[config.mk]
export PLATFORM = sky130hd
export DESIGN_NAME = apb_bridge_gen
export DESIGN_NICKNAME = d
export VERILOG_FILES = /design/src/rtl/apb_bridge_pkg.sv /design/src/rtl/apb_slv_decode.sv /design/src/rtl/apb_bridge_gen.sv
export SDC_FILE = /design/constraint.sdc
export NUM_CORES = 1
export LEC_CHECK = 0
export ABC_AREA = 1
export BUFFER_PORTS_ARGS = -buffer_cell sky130_fd_sc_hd__buf_2
export CAP_MARGIN = 5
export CORE_ASPECT_RATIO = 0.6
export CORE_MARGIN = 5
export CORE_UTILIZATION = 40
export DETAILED_ROUTE_END_ITERATION = 7
export PLACE_DENSITY = 0.79
export SLEW_MARGIN = 20
export SYNTH_ARGS = -nofsm -noshare
export SYNTH_HDL_FRONTEND = slang
export SYNTH_SLANG_ARGS = --single-unit
export TNS_END_PERCENT = 5
[constraint.sdc]
create_clock -name PCLK -period 1.5 [get_ports PCLK]
set_input_delay 0.15 -clock PCLK [delete_from_list [all_inputs] [get_ports PCLK]]
set_output_delay 0.15 -clock PCLK [all_outputs]
set_load 0.01 [all_outputs]
[src/rtl/apb_bridge_pkg.sv]
// apb_bridge_pkg: shared types and constants for the APB bridge.
//   apb_state_e : bridge FSM state encoding
//   calc_sel_w  : slave-index width for a given slave count (minimum 1)
//   SEL_W       : index width for the default 4-slave configuration
//   ERR_RDATA   : read data returned on any error response
package apb_bridge_pkg;

    typedef enum logic [1:0] {
        ST_IDLE   = 2'd0,
        ST_SETUP  = 2'd1,
        ST_ACCESS = 2'd2,
        ST_RESP   = 2'd3
    } apb_state_e;

    localparam int unsigned NUM_SLV_DEF = 4;

    function automatic int unsigned calc_sel_w(input int unsigned n);
        return (n > 1) ? $clog2(n) : 1;
    endfunction

    localparam int unsigned SEL_W = calc_sel_w(NUM_SLV_DEF);

    // Zero-extended/truncated to the data width at the point of use.
    localparam logic [63:0] ERR_RDATA = 64'h0;

endpackage

[src/rtl/apb_slv_decode.sv]
// apb_slv_decode: combinational slave decode of the address select field.
//   i_sel_field : Haddr[ADDR_W-1:SLV_SEL_LSB]
//   o_hit_c     : field addresses an existing slave
//   o_onehot_c  : one-hot select of the addressed slave (zero on a miss)
//   o_idx_c     : binary index of the addressed slave
module apb_slv_decode
    import apb_bridge_pkg::*;
#(
    parameter int unsigned FIELD_W = 24,
    parameter int unsigned NUM_SLV = 4,
    parameter int unsigned IDX_W   = calc_sel_w(NUM_SLV)
) (
    input  logic [FIELD_W-1:0] i_sel_field,
    output logic               o_hit_c,
    output logic [NUM_SLV-1:0] o_onehot_c,
    output logic [IDX_W-1:0]   o_idx_c
);

    // Every field bit takes part in the compare so high-address aliases miss.
    always_comb begin
        o_hit_c    = (i_sel_field < FIELD_W'(NUM_SLV));
        o_idx_c    = i_sel_field[IDX_W-1:0];
        o_onehot_c = '0;
        for (int i = 0; i < NUM_SLV; i++) begin
            o_onehot_c[i] = o_hit_c && (o_idx_c == IDX_W'(i));
        end
    end

endmodule

[src/rtl/apb_bridge_gen.sv]
// apb_bridge_gen: simple-master to APB bridge for NUM_SLV slaves.
//   PCLK, Prst (async, active-low)
//   Hen/Hwrite/Haddr/Hwdata : master request, sampled only in IDLE
//   Hready/Hresp/Hrdata     : one-cycle done pulse, error flag, registered read data
//   Psel/Pen/Pwrite/Paddr/Pwdata : APB master outputs
//   Prdata_m/Pready_m/Pslverr_m  : per-slave APB return signals
// Optional build macro APB_BRIDGE_TIMEOUT_EN aborts ACCESS after TIMEOUT_CYC
// wait cycles; without it ACCESS waits indefinitely.
module apb_bridge_gen
    import apb_bridge_pkg::*;
#(
    parameter int unsigned ADDR_W      = 32,
    parameter int unsigned DATA_W      = 32,
    parameter int unsigned NUM_SLV     = 4,
    parameter int unsigned SLV_SEL_LSB = 8,
    parameter int unsigned TIMEOUT_CYC = 16
) (
    input  logic                      PCLK,
    input  logic                      Prst,
    input  logic                      Hen,
    input  logic                      Hwrite,
    input  logic [ADDR_W-1:0]         Haddr,
    input  logic [DATA_W-1:0]         Hwdata,
    output logic                      Hready,
    output logic                      Hresp,
    output logic [DATA_W-1:0]         Hrdata,
    output logic [NUM_SLV-1:0]        Psel,
    output logic                      Pen,
    output logic                      Pwrite,
    output logic [ADDR_W-1:0]         Paddr,
    output logic [DATA_W-1:0]         Pwdata,
    input  logic [NUM_SLV*DATA_W-1:0] Prdata_m,
    input  logic [NUM_SLV-1:0]        Pready_m,
    input  logic [NUM_SLV-1:0]        Pslverr_m
);

    localparam int unsigned SLV_IDX_W = calc_sel_w(NUM_SLV);
    localparam int unsigned FIELD_W   = ADDR_W - SLV_SEL_LSB;
    localparam logic [DATA_W-1:0] ERR_DATA = DATA_W'(ERR_RDATA);

    // Configuration guard: this block only elaborates for an illegal setup,
    // making a bad parameter set visible in the elaborated hierarchy.
    if (NUM_SLV < 1 || NUM_SLV > 16 || TIMEOUT_CYC < 1) begin : g_illegal_cfg
    end

    apb_state_e r_state, w_state_nxt;

    logic [SLV_IDX_W-1:0] r_idx, w_idx_nxt;
    logic                 r_hready, w_hready_nxt;
    logic                 r_hresp, w_hresp_nxt;
    logic [DATA_W-1:0]    r_hrdata, w_hrdata_nxt;
    logic [NUM_SLV-1:0]   r_psel, w_psel_nxt;
    logic                 r_pen, w_pen_nxt;
    logic                 r_pwrite, w_pwrite_nxt;
    logic [ADDR_W-1:0]    r_paddr, w_paddr_nxt;
    logic [DATA_W-1:0]    r_pwdata, w_pwdata_nxt;

    logic                 w_hit;
    logic [NUM_SLV-1:0]   w_onehot;
    logic [SLV_IDX_W-1:0] w_idx;

    logic                 w_pready;
    logic                 w_pslverr;
    logic [DATA_W-1:0]    w_prdata;
    logic [DATA_W-1:0]    w_prdata_arr [NUM_SLV];

`ifdef APB_BRIDGE_TIMEOUT_EN
    localparam int unsigned CNT_W = ($clog2(TIMEOUT_CYC) > 8) ? $clog2(TIMEOUT_CYC) : 8;
    logic [CNT_W-1:0] r_cnt, w_cnt_nxt;
`endif

    apb_slv_decode #(
        .FIELD_W (FIELD_W),
        .NUM_SLV (NUM_SLV),
        .IDX_W   (SLV_IDX_W)
    ) u_decode (
        .i_sel_field (Haddr[ADDR_W-1:SLV_SEL_LSB]),
        .o_hit_c     (w_hit),
        .o_onehot_c  (w_onehot),
        .o_idx_c     (w_idx)
    );

    // Per-slave return mux, steered by the index latched at launch.
    for (genvar g = 0; g < NUM_SLV; g++) begin : g_rdata_split
        assign w_prdata_arr[g] = Prdata_m[g*DATA_W +: DATA_W];
    end

    assign w_pready  = Pready_m[r_idx];
    assign w_pslverr = Pslverr_m[r_idx];
    assign w_prdata  = w_prdata_arr[r_idx];

    // State and output registers.
    always_ff @(posedge PCLK or negedge Prst) begin
        if (!Prst) begin
            r_state  <= ST_IDLE;
            r_idx    <= '0;
            r_hready <= 1'b0;
            r_hresp  <= 1'b0;
            r_hrdata <= '0;
            r_psel   <= '0;
            r_pen    <= 1'b0;
            r_pwrite <= 1'b0;
            r_paddr  <= '0;
            r_pwdata <= '0;
`ifdef APB_BRIDGE_TIMEOUT_EN
            r_cnt    <= '0;
`endif
        end else begin
            r_state  <= w_state_nxt;
            r_idx    <= w_idx_nxt;
            r_hready <= w_hready_nxt;
            r_hresp  <= w_hresp_nxt;
            r_hrdata <= w_hrdata_nxt;
            r_psel   <= w_psel_nxt;
            r_pen    <= w_pen_nxt;
            r_pwrite <= w_pwrite_nxt;
            r_paddr  <= w_paddr_nxt;
            r_pwdata <= w_pwdata_nxt;
`ifdef APB_BRIDGE_TIMEOUT_EN
            r_cnt    <= w_cnt_nxt;
`endif
        end
    end

    // Next state and next register values. Hready/Hresp are raised on the
    // edge that enters RESP so they are high exactly for the RESP cycle.
    always_comb begin
        w_state_nxt  = r_state;
        w_idx_nxt    = r_idx;
        w_hready_nxt = 1'b0;
        w_hresp_nxt  = 1'b0;
        w_hrdata_nxt = r_hrdata;
        w_psel_nxt   = r_psel;
        w_pen_nxt    = r_pen;
        w_pwrite_nxt = r_pwrite;
        w_paddr_nxt  = r_paddr;
        w_pwdata_nxt = r_pwdata;
`ifdef APB_BRIDGE_TIMEOUT_EN
        w_cnt_nxt    = r_cnt;
`endif

        case (r_state)
            ST_IDLE: begin
                if (Hen) begin
                    if (w_hit) begin
                        w_paddr_nxt  = Haddr;
                        w_pwrite_nxt = Hwrite;
                        w_pwdata_nxt = Hwdata;
                        w_psel_nxt   = w_onehot;
                        w_idx_nxt    = w_idx;
                        w_state_nxt  = ST_SETUP;
                    end else begin
                        // Decode miss: answer directly, no APB cycle.
                        w_hready_nxt = 1'b1;
                        w_hresp_nxt  = 1'b1;
                        w_hrdata_nxt = ERR_DATA;
                        w_state_nxt  = ST_RESP;
                    end
                end
            end

            ST_SETUP: begin
                w_pen_nxt   = 1'b1;
                w_state_nxt = ST_ACCESS;
`ifdef APB_BRIDGE_TIMEOUT_EN
                w_cnt_nxt   = '0;
`endif
            end

            ST_ACCESS: begin
                if (w_pready) begin
                    w_psel_nxt   = '0;
                    w_pen_nxt    = 1'b0;
                    w_hready_nxt = 1'b1;
                    w_hresp_nxt  = w_pslverr;
                    w_hrdata_nxt = (!r_pwrite && !w_pslverr) ? w_prdata : ERR_DATA;
                    w_state_nxt  = ST_RESP;
                end
`ifdef APB_BRIDGE_TIMEOUT_EN
                else if (r_cnt == CNT_W'(TIMEOUT_CYC - 1)) begin
                    w_psel_nxt   = '0;
                    w_pen_nxt    = 1'b0;
                    w_hready_nxt = 1'b1;
                    w_hresp_nxt  = 1'b1;
                    w_hrdata_nxt = ERR_DATA;
                    w_state_nxt  = ST_RESP;
                end else begin
                    w_cnt_nxt = r_cnt + CNT_W'(1);
                end
`endif
            end

            ST_RESP: begin
                w_state_nxt = ST_IDLE;
            end

            default: begin
                w_state_nxt = ST_IDLE;
            end
        endcase
    end

    assign Hready = r_hready;
    assign Hresp  = r_hresp;
    assign Hrdata = r_hrdata;
    assign Psel   = r_psel;
    assign Pen    = r_pen;
    assign Pwrite = r_pwrite;
    assign Paddr  = r_paddr;
    assign Pwdata = r_pwdata;

endmodule

== Word-level counts from Yosys, hierarchy flattened ==
Cells that the tools add are included.
Word-level totals
  register bits after elaboration: 108
  output and inout port bits: 104
Operators by class
  magnitude comparators: 3
  equality and inequality tests: 10
  muxes and demuxes: 28
  bitwise operators: 1
  reductions and logical operators: 16
Operators with widths (count)
  2-to-1 mux 32 bit: 6
  binary-select mux 32 bit (select 2 bit): 1
  case mux 32 bit (2 select lines): 1
  < comparator 24 x 3 -> 1 bit, second input constant: 1
  2-to-1 mux 4 bit: 3
  equality test 2 bit, second input constant: 4
  case mux 2 bit (4 select lines): 1
  case mux 4 bit (2 select lines): 1
  AND reduction 4 bit: 2
  2-to-1 mux 1 bit: 7
  2-to-1 mux 2 bit: 3
  != test 2 bit, second input constant: 3
  case mux 1 bit (2 select lines): 3
  logical AND 1 bit: 5
  binary-select mux 1 bit (select 2 bit): 2
  equality test 2 x 1 -> 1 bit, second input constant: 2
  zero test 2 bit: 2
  AND reduction 2 bit: 2
  nonzero test 2 bit: 2
  >= comparator 3 bit, second input constant: 1
  < comparator 2 x 3 -> 1 bit, second input constant: 1
  inverter 2 -> 3 bit: 1
  AND reduction 3 bit: 1
  zero test 1 bit: 2
  != test 2 x 1 -> 1 bit, second input constant: 1

== Longest topological paths before layout ==
Gate-level depths: netlist of run 1.
  depth after elaboration: 7
  depth in mapped cells: 12
  gate-level depth less buffers: 10

== Cells and area by module ==
From an unflattened synthesis of run 1, not the netlist that was laid out.
Unflattened totals
  cells, all modules: 696
  area total of the unflattened synthesis: 5654.2 um^2
By module, submodules not included
  apb_bridge_gen: instances 1, cells each 663, area each 5511.5 um^2, sequential area each 2702.6 um^2
  apb_slv_decode: instances 1, cells each 33, area each 142.6 um^2, sequential area each 0.0 um^2

== Worst setup path after synthesis of run 1 ==
Ideal clock, no wire load.
  path kind: flip-flop to flip-flop
  start: reg r_idx[0]
  end: reg r_hrdata[0] (netlist: Hrdata[0])
  arrival: 1.417 ns
  setup slack: -0.034 ns
  stages on the path, launching flop included: 13
  path buffers: 2
  path through: dfrtp_1 -> buf_2 -> inv_2 -> nand2_1 -> nand3_1 -> nand2_1 -> nand2_1 -> nand2_2 -> nor2_8 -> nand2_2 -> buf_6 -> nand2_1 -> nand2_1
Between the ends
  cells in the longest elaborated chain, start to end: 7
RTL lines
  start, declared: line apb_bridge_gen.sv:48  | logic [SLV_IDX_W-1:0] r_idx, w_idx_nxt;
  start signal, assigned: line apb_bridge_gen.sv:110  | r_idx <= w_idx_nxt;
  inverter 2 -> 3 bit (implied by the code) / binary-select mux 1 bit (select 2 bit) (equally long branches): line apb_bridge_gen.sv:90, apb_bridge_gen.sv:89
  binary-select mux 32 bit (select 2 bit) / 2-to-1 mux 1 bit (equally long branches): line apb_bridge_gen.sv:90, apb_bridge_gen.sv:89
  2-to-1 mux 32 bit (implied by the code) / zero test 1 bit (equally long branches): line apb_bridge_gen.sv:90, apb_bridge_gen.sv:176
  2-to-1 mux 32 bit (implied by the code) / logical AND 1 bit (equally long branches): line apb_bridge_gen.sv:90, apb_bridge_gen.sv:176
  2-to-1 mux 32 bit: line apb_bridge_gen.sv:176  | w_hrdata_nxt = (!r_pwrite && !w_pslverr) ? w_prdata : ERR_DATA;
  2-to-1 mux 32 bit: line apb_bridge_gen.sv:171  | if (w_pready) begin
  case mux 32 bit (2 select lines): line apb_bridge_gen.sv:142  | case (r_state)
  end signal, assigned: line apb_bridge_gen.sv:113  | r_hrdata <= w_hrdata_nxt;
  end, declared: line apb_bridge_gen.sv:51  | logic [DATA_W-1:0] r_hrdata, w_hrdata_nxt;
Several ways; a longest one is shown, not always the timed one. The select of a mux whose other input is x is not followed.
A chain may end at the register's enable or synchronous reset.

== Final worst setup path of run 1 ==
  start: reg r_idx[0]
  end: reg r_hrdata[12] (netlist: Hrdata[12])
The elaborated chain is that of the path after synthesis.

==> results of run 1 <==
-- kinds of logic (layout without fill, tap and decap cells) --
group,count (synthesis),count (layout),share of synthesized area
adders and majority gates,3,3,0.00692
DFF,106,106,0.489
buffers and inverters,82,419,0.0692
AOI/OAI and AO/OA,6,6,0.00622
and+or+nand+nor,573,575,0.429
-- power groups by stage --
| stage | clock network (mW) | registers, mW | logic [mW] |
|---|---|---|---|
| global route | 2.46 | 3.56 | 4.18 |
| finish | 2.28 | 3.51 | 3.83 |
| detailed placement | 0 | 3.55 | 2.88 |
| floorplan | 0 | 3.71 | 1.40 |
| global placement | 0 | 3.55 | 2.85 |
| CTS | 2.35 | 3.51 | 3.03 |
-- sequential cells by signal (all words and copies together), names as in the netlist --
| signal | flops |
|---|---|
| Hresp | 1 |
| Hrdata | 32 |
| Pen | 1 |
| Paddr | 31 |
| Pwrite | 1 |
| r_idx | 1 |
| Hready | 1 |
| Pwdata | 32 |
| r_state | 2 |
| Psel | 4 |
-- critical path: cells and delay by family, from the launching register on --
family                 cells  cell delay (ps)
buffers and inverters      3              410
and+or+nand+nor            8              640
DFF                        1              480
-- cell usage in the layout (no fill, tap or decap), types with 4 or more instances in the layout --
cell type	netlist	layout
buf_12	0	9
buf_2	15	305
buf_4	7	23
buf_6	3	4
clkbuf_16	0	11
dfrtp_1	106	105
dlygate4sd3_1	0	20
inv_1	34	31
inv_2	4	5
nand2_1	388	378
nand2_2	2	8
nand2_4	0	4
nand3_1	103	97
nand3_2	0	6
nor2_1	74	72
o21ai_0	5	5
-- metal layers --
layer  vias to the layer above  wire, um  GRT usage
li1                       3043         -          -
met1                      2684      8090      0.285
met2                       233      8520      0.343
met3                        29      1380     0.0529
met4                         2       277     0.0575
met5                         -        11          0
-- repair_timing --
item / CTS / global route
setup endpoints to repair: 37 / 57
hold buffers: 20 / 0
buffers inserted: 0 / 6
cloned: 0 / 4
endpoints found under the hold margin: 125 / 0
gates resized for setup: 12 / 24
pin swaps: 3 / 11
-- worst paths after layout --
kind / slack [ps] / cells after the start / to
setup / recovery: -100 / 11 / Hrdata[12]
hold / removal: 8 / 3 / Pwdata[31]
hold reg to reg: 480 / 2 / Hrdata[20]
setup reg to reg: -100 / 11 / Hrdata[12]
min in group asynchronous: 330 / 3 / Pen
max in group asynchronous: 870 / 3 / Paddr[21]
-- stage by stage --
| stage | area, um2 | std cells | total power, mW |
|---|---|---|---|
| detailed placement | 7300 | 1238 | 6.43 |
| global route | 8060 | 1284 | 10.2 |
| finish | 8060 | 1284 | 9.62 |
| CTS | 7840 | 1274 | 8.89 |
| floorplan | 5440 | 770 | 5.11 |
| global placement | 7300 | 1238 | 6.40 |
-- area by class of cell --
class / count / area, um2 / share of cell area
well taps: 175 / 219 / 0.0272
multi-input cells: 584 / 2530 / 0.314
clock inverters: 6 / 61.3 / 0.00761
repair buffers: 365 / 2220 / 0.275
clock buffers: 10 / 229 / 0.0284
inverters: 38 / 148 / 0.0183
flip-flops and latches: 106 / 2650 / 0.329
==> out/metrics.yaml, run 1 <==
cts_tree: "built"
internal_power_mw: 6.13
area_growth_pct: 48.5
rsz0062_at_grt: "yes"
finalHoldViolCount: 0
avgSynthCellArea_um2: 7.05
drv_slew: 0
postRouteAntennaNets: 0
worstHoldStart: "Hwdata[31]"
setup_tns_ps: -2490
drc: 0
max_stage_delay_ps: 480
die_w_um: 160
grt_max_degree: 62
violations: "negative setup slack"
track_usage: 0.211
rows: 33
pwr-share-comb: 0.398
p_leak_nw: 4.86
antennaDiodeCount: 0
synth_area_leader_cell: "dfrtp_1"
grt_pass1_wl_um: 27900
critPathLaunchType: "flop"
tightestPinTransition_ps: 320
synth.most_common_cell: "nand2_1"
antenna_found_initial: 1
timing.final.crit_share: 1.07
status: "complete, but fails checks"
power.density_nw_per_um2: 1190
cts_buffers: 9
routed_wl_um: 18300
yosys.cell_types.count: 20
core_area_um2: 13500
r2r_start: "r_idx[0]"
clock_latency_ps: 340
arrival_ps: 1880
max-vdd-ir-drop_v: 0.000668
dpl_worst_slack_ps: -151
path_cells: "inv_4 -> nand2_1 -> nand3_1 -> nand2_2 -> nand2_2 -> nand2_4 -> nor2_8 -> buf_12 -> clkbuf_16 -> nand3_1 -> nand2_1"
ys.flop_type: "dfrtp_1"
finalWorstSetupSlack_ps: -99.9
utilization: 0.599
synth_edf_count: 0
portBuffers: 307
startpoint: "r_idx[0]"
clock_sinks: 106
die_h_um: 100
hold_path.class: "input pin to flop"
nNetsFinal: 1311
holdWs_ps: 7.84
grt_overflow_total: 0
async_flop_share: 1.00
dieArea_um2: 16100
avgViaCountPerCell: 4.67
clockRootBuffer: "clkbuf_16"
clock_power_share: 0.237
netSwitchingPower_mw: 3.50
skew_ps: 9.73
fillers: 1267
synth_area_um2: 5430
initial_core_util: 0.403
cp.required_ps: 1780
dp_hpwl_um: 13200
switching_share: 0.363
worstPathMaxFanout: 16
max-cap-violations: 0
cp-end-kind: "flop"
synth_common_cells: "388 x nand2_1, 106 x dfrtp_1, 103 x nand3_1, 74 x nor2_1, 34 x inv_1"
htree_levels: 3
p_seq_frac: 0.365
relSlewSlack: 0.787
firstDrtPassIters: 4
synth_top_area_frac: 0.489
yosysWarnings: 0
wire_per_inst_um: 14.2
clock_path_buffers: 2
timing.fmax_ghz: 0.625
synth_cells: 770
ys_ff_latch: 106
synth_area_leaders: "dfrtp_1 49%, nand2_1 27%, nand3_1 9.5%"
period_minus_slack_ps: 1600
vias: 5991
synth_nets: 977
place.gp.congestion: 0.869
grt_pass1_vias: 5642
ios: 308
setup_viol: 36
clk_pin_slew_worst_paths_ps: 80
crit_type: "flop to flop"
drt_iter0_drc: 380
layout-drive-gt1-share: 0.355
ys_seq_area_frac: 0.489
slowest_stage: "dfrtp_2"
(Power assumes the default switching activity.)
==> inputs of run 2 (changes only) <==
CORE_ASPECT_RATIO = 1.75   (was 0.6)
==> run 2 against run 1 <==
Effect of this change:
- the run still ends with negative setup slack left
- core utilization grew 2.9 points
- maximum frequency grew 2.1%
- first-iteration DRC count shrank 40%
- clock power is essentially flat
- critical endpoint is now Hrdata[23]
==> out/metrics.yaml, run 2 (synthesized netlist as in run 1, its figures left out) <==
status: "complete, but fails checks"
violations: "negative setup slack"
drt_iter0_drc: 227  # -40%
postRouteAntennaNets: 0  # unchanged
place.gp.congestion: 0.901  # +3.6%
crit_type: "flop to flop"
grt_max_degree: 56  # -9.7%
nNetsFinal: 1332  # +1.6%
critPathLaunchType: "flop"
die_w_um: 98.1  # -39%
fillers: 1152  # -9.1%
dieArea_um2: 16100  # about the same
drv_slew: 0  # unchanged
worstHoldStart: "Hwdata[0]"
wire_per_inst_um: 15.3  # +7.8%
grt_overflow_total: 0  # unchanged
worstPathMaxFanout: 8  # -8
clock_path_buffers: 2  # unchanged
antenna_found_initial: 1  # unchanged
pwr-share-comb: 0.428  # +0.030
cts_tree: "built"
antennaDiodeCount: 0  # unchanged
ios: 308  # unchanged
r2r_start: "r_idx[0]"
cp.required_ps: 1730  # -50 ps
avgViaCountPerCell: 4.81  # +3.1%
layout-drive-gt1-share: 0.385  # +0.0297
holdWs_ps: 15.1  # +7.23 ps
clk_pin_slew_worst_paths_ps: 70  # about the same
area_growth_pct: 54.8
clock_power_share: 0.225  # -0.012
cts_buffers: 9  # unchanged
grt_pass1_wl_um: 30800  # +10%
drc: 0  # unchanged
cp-end-kind: "flop"
hold_path.class: "input pin to flop"
core_area_um2: 13400  # -0.58%
grt_pass1_vias: 6323  # +12%
relSlewSlack: 0.765  # -0.0215
netSwitchingPower_mw: 3.78  # +8.1%
firstDrtPassIters: 4  # unchanged
power.density_nw_per_um2: 1220  # +2.0%
p_seq_frac: 0.347  # -0.018
endpoint: "Hrdata[23]"
period_minus_slack_ps: 1570  # -33.6 ps
tightestPinTransition_ps: 352  # +32.3 ps
max-cap-violations: 0  # unchanged
clock_sinks: 106  # unchanged
rsz0062_at_grt: "yes"
finalWorstSetupSlack_ps: -66.3  # +33.6 ps
vias: 6275  # +4.7%
rrSetupSlack_ps: -70  # +30 ps
portBuffers: 307  # unchanged
internal_power_mw: 6.45  # +5.3%
arrival_ps: 1800  # -80 ps
power.total_mw: 10.2  # +6.3%
timing.final.crit_share: 1.04  # -0.0224
setup_tns_ps: -1500  # +983 ps
htree_levels: 3  # unchanged
dp_hpwl_um: 13900  # +5.3%
clockRootBuffer: "clkbuf_16"
die_h_um: 164  # +64%
clock_latency_ps: 340  # about the same
setup_viol: 32  # -11%
r2r_cells: 11  # unchanged
timing.fmax_ghz: 0.638  # +2.1%
skew_ps: 6.92  # -2.81 ps
r2r_end: "Hrdata[23]"
routed_wl_um: 20000  # +9.5%
layout_common_cells: "364 x nand2_1, 305 x buf_2, 105 x dfrtp_1"
initial_core_util: 0.406  # +0.00234
rows: 56  # +70%
max-vdd-ir-drop_v: 0.000644  # -3.6%
startpoint: "r_idx[0]"
p_leak_nw: 4.98  # +2.5%
track_usage: 0.240  # +0.0287
switching_share: 0.369  # +0.00607
finalHoldViolCount: 0  # unchanged
final_common_cell: "nand2_1"
==> run 2: critical path, stage by stage, from the launching register on <==
cell     delay (ps)
dfrtp_2         450
inv_4            90
nand2_2          50
nand3_2          60
nand2_2          80
nand2_4          80
nand2_4          70
nor2_8          160
buf_6           150
nand2_4         110
nand2_1          90
nand2_1          50
==> run 2: cell type report <==
type / instances / area (um2) / area share
inverter: 38 / 150 / 0.0179
clock buffer: 10 / 239 / 0.0284
multi-input combinational: 585 / 2680 / 0.318
clock inverter: 6 / 53.8 / 0.00640
timing repair buffer: 385 / 2410 / 0.287
sequential: 106 / 2650 / 0.316
tap: 174 / 218 / 0.0259
==> run 2: how the worst min path moves through the flow <==
stage / to / depth (start not counted)
floorplan: Hrdata[0] / 0
global placement: Hrdata[10] / 1
detailed placement: Hrdata[9] / 1
CTS: Pwdata[27] / 3
global route: Pwdata[3] / 3
finish: Pwdata[0] / 3
==> run 2: per-layer routing <==
metal	share of wire	routed length (um)	track usage
met5	0.00065	13	0
met4	0.037	737	0.102
met3	0.083	1660	0.0625
met2	0.53	10600	0.442
met1	0.35	6960	0.257
==> run 2: stage by stage <==
stage	util	std cells	worst slack [ps]	cell area [um2]
after global placement	0.547	1241	-70.3	7320
final	0.628	1304	-66.3	8400
after floorplan	-	770	-11.1	5440
after detailed placement	0.547	1241	-151	7320
after CTS	0.617	1304	-25.3	8260
after global routing	0.628	1304	-141	8400
==> run 2: power groups by stage <==
stage	Combinational (mW)	Sequential (mW)	Clock, mW
after floorplan	1.40	3.71	0
after global placement	2.74	3.58	0
final	4.38	3.55	2.30
after global routing	4.68	3.59	2.49
after CTS	4.16	3.53	2.37
after detailed placement	2.81	3.57	0
==> run 2: timing repair <==
item / 4_1_cts / 5_1_grt
cloned: 5 / 1
resized for setup: 36 / 41
hold endpoints to repair: 136 / 0
pin swaps: 18 / 16
hold buffers: 31 / 0
setup endpoints to repair: 74 / 80
setup buffers: 11 / 1
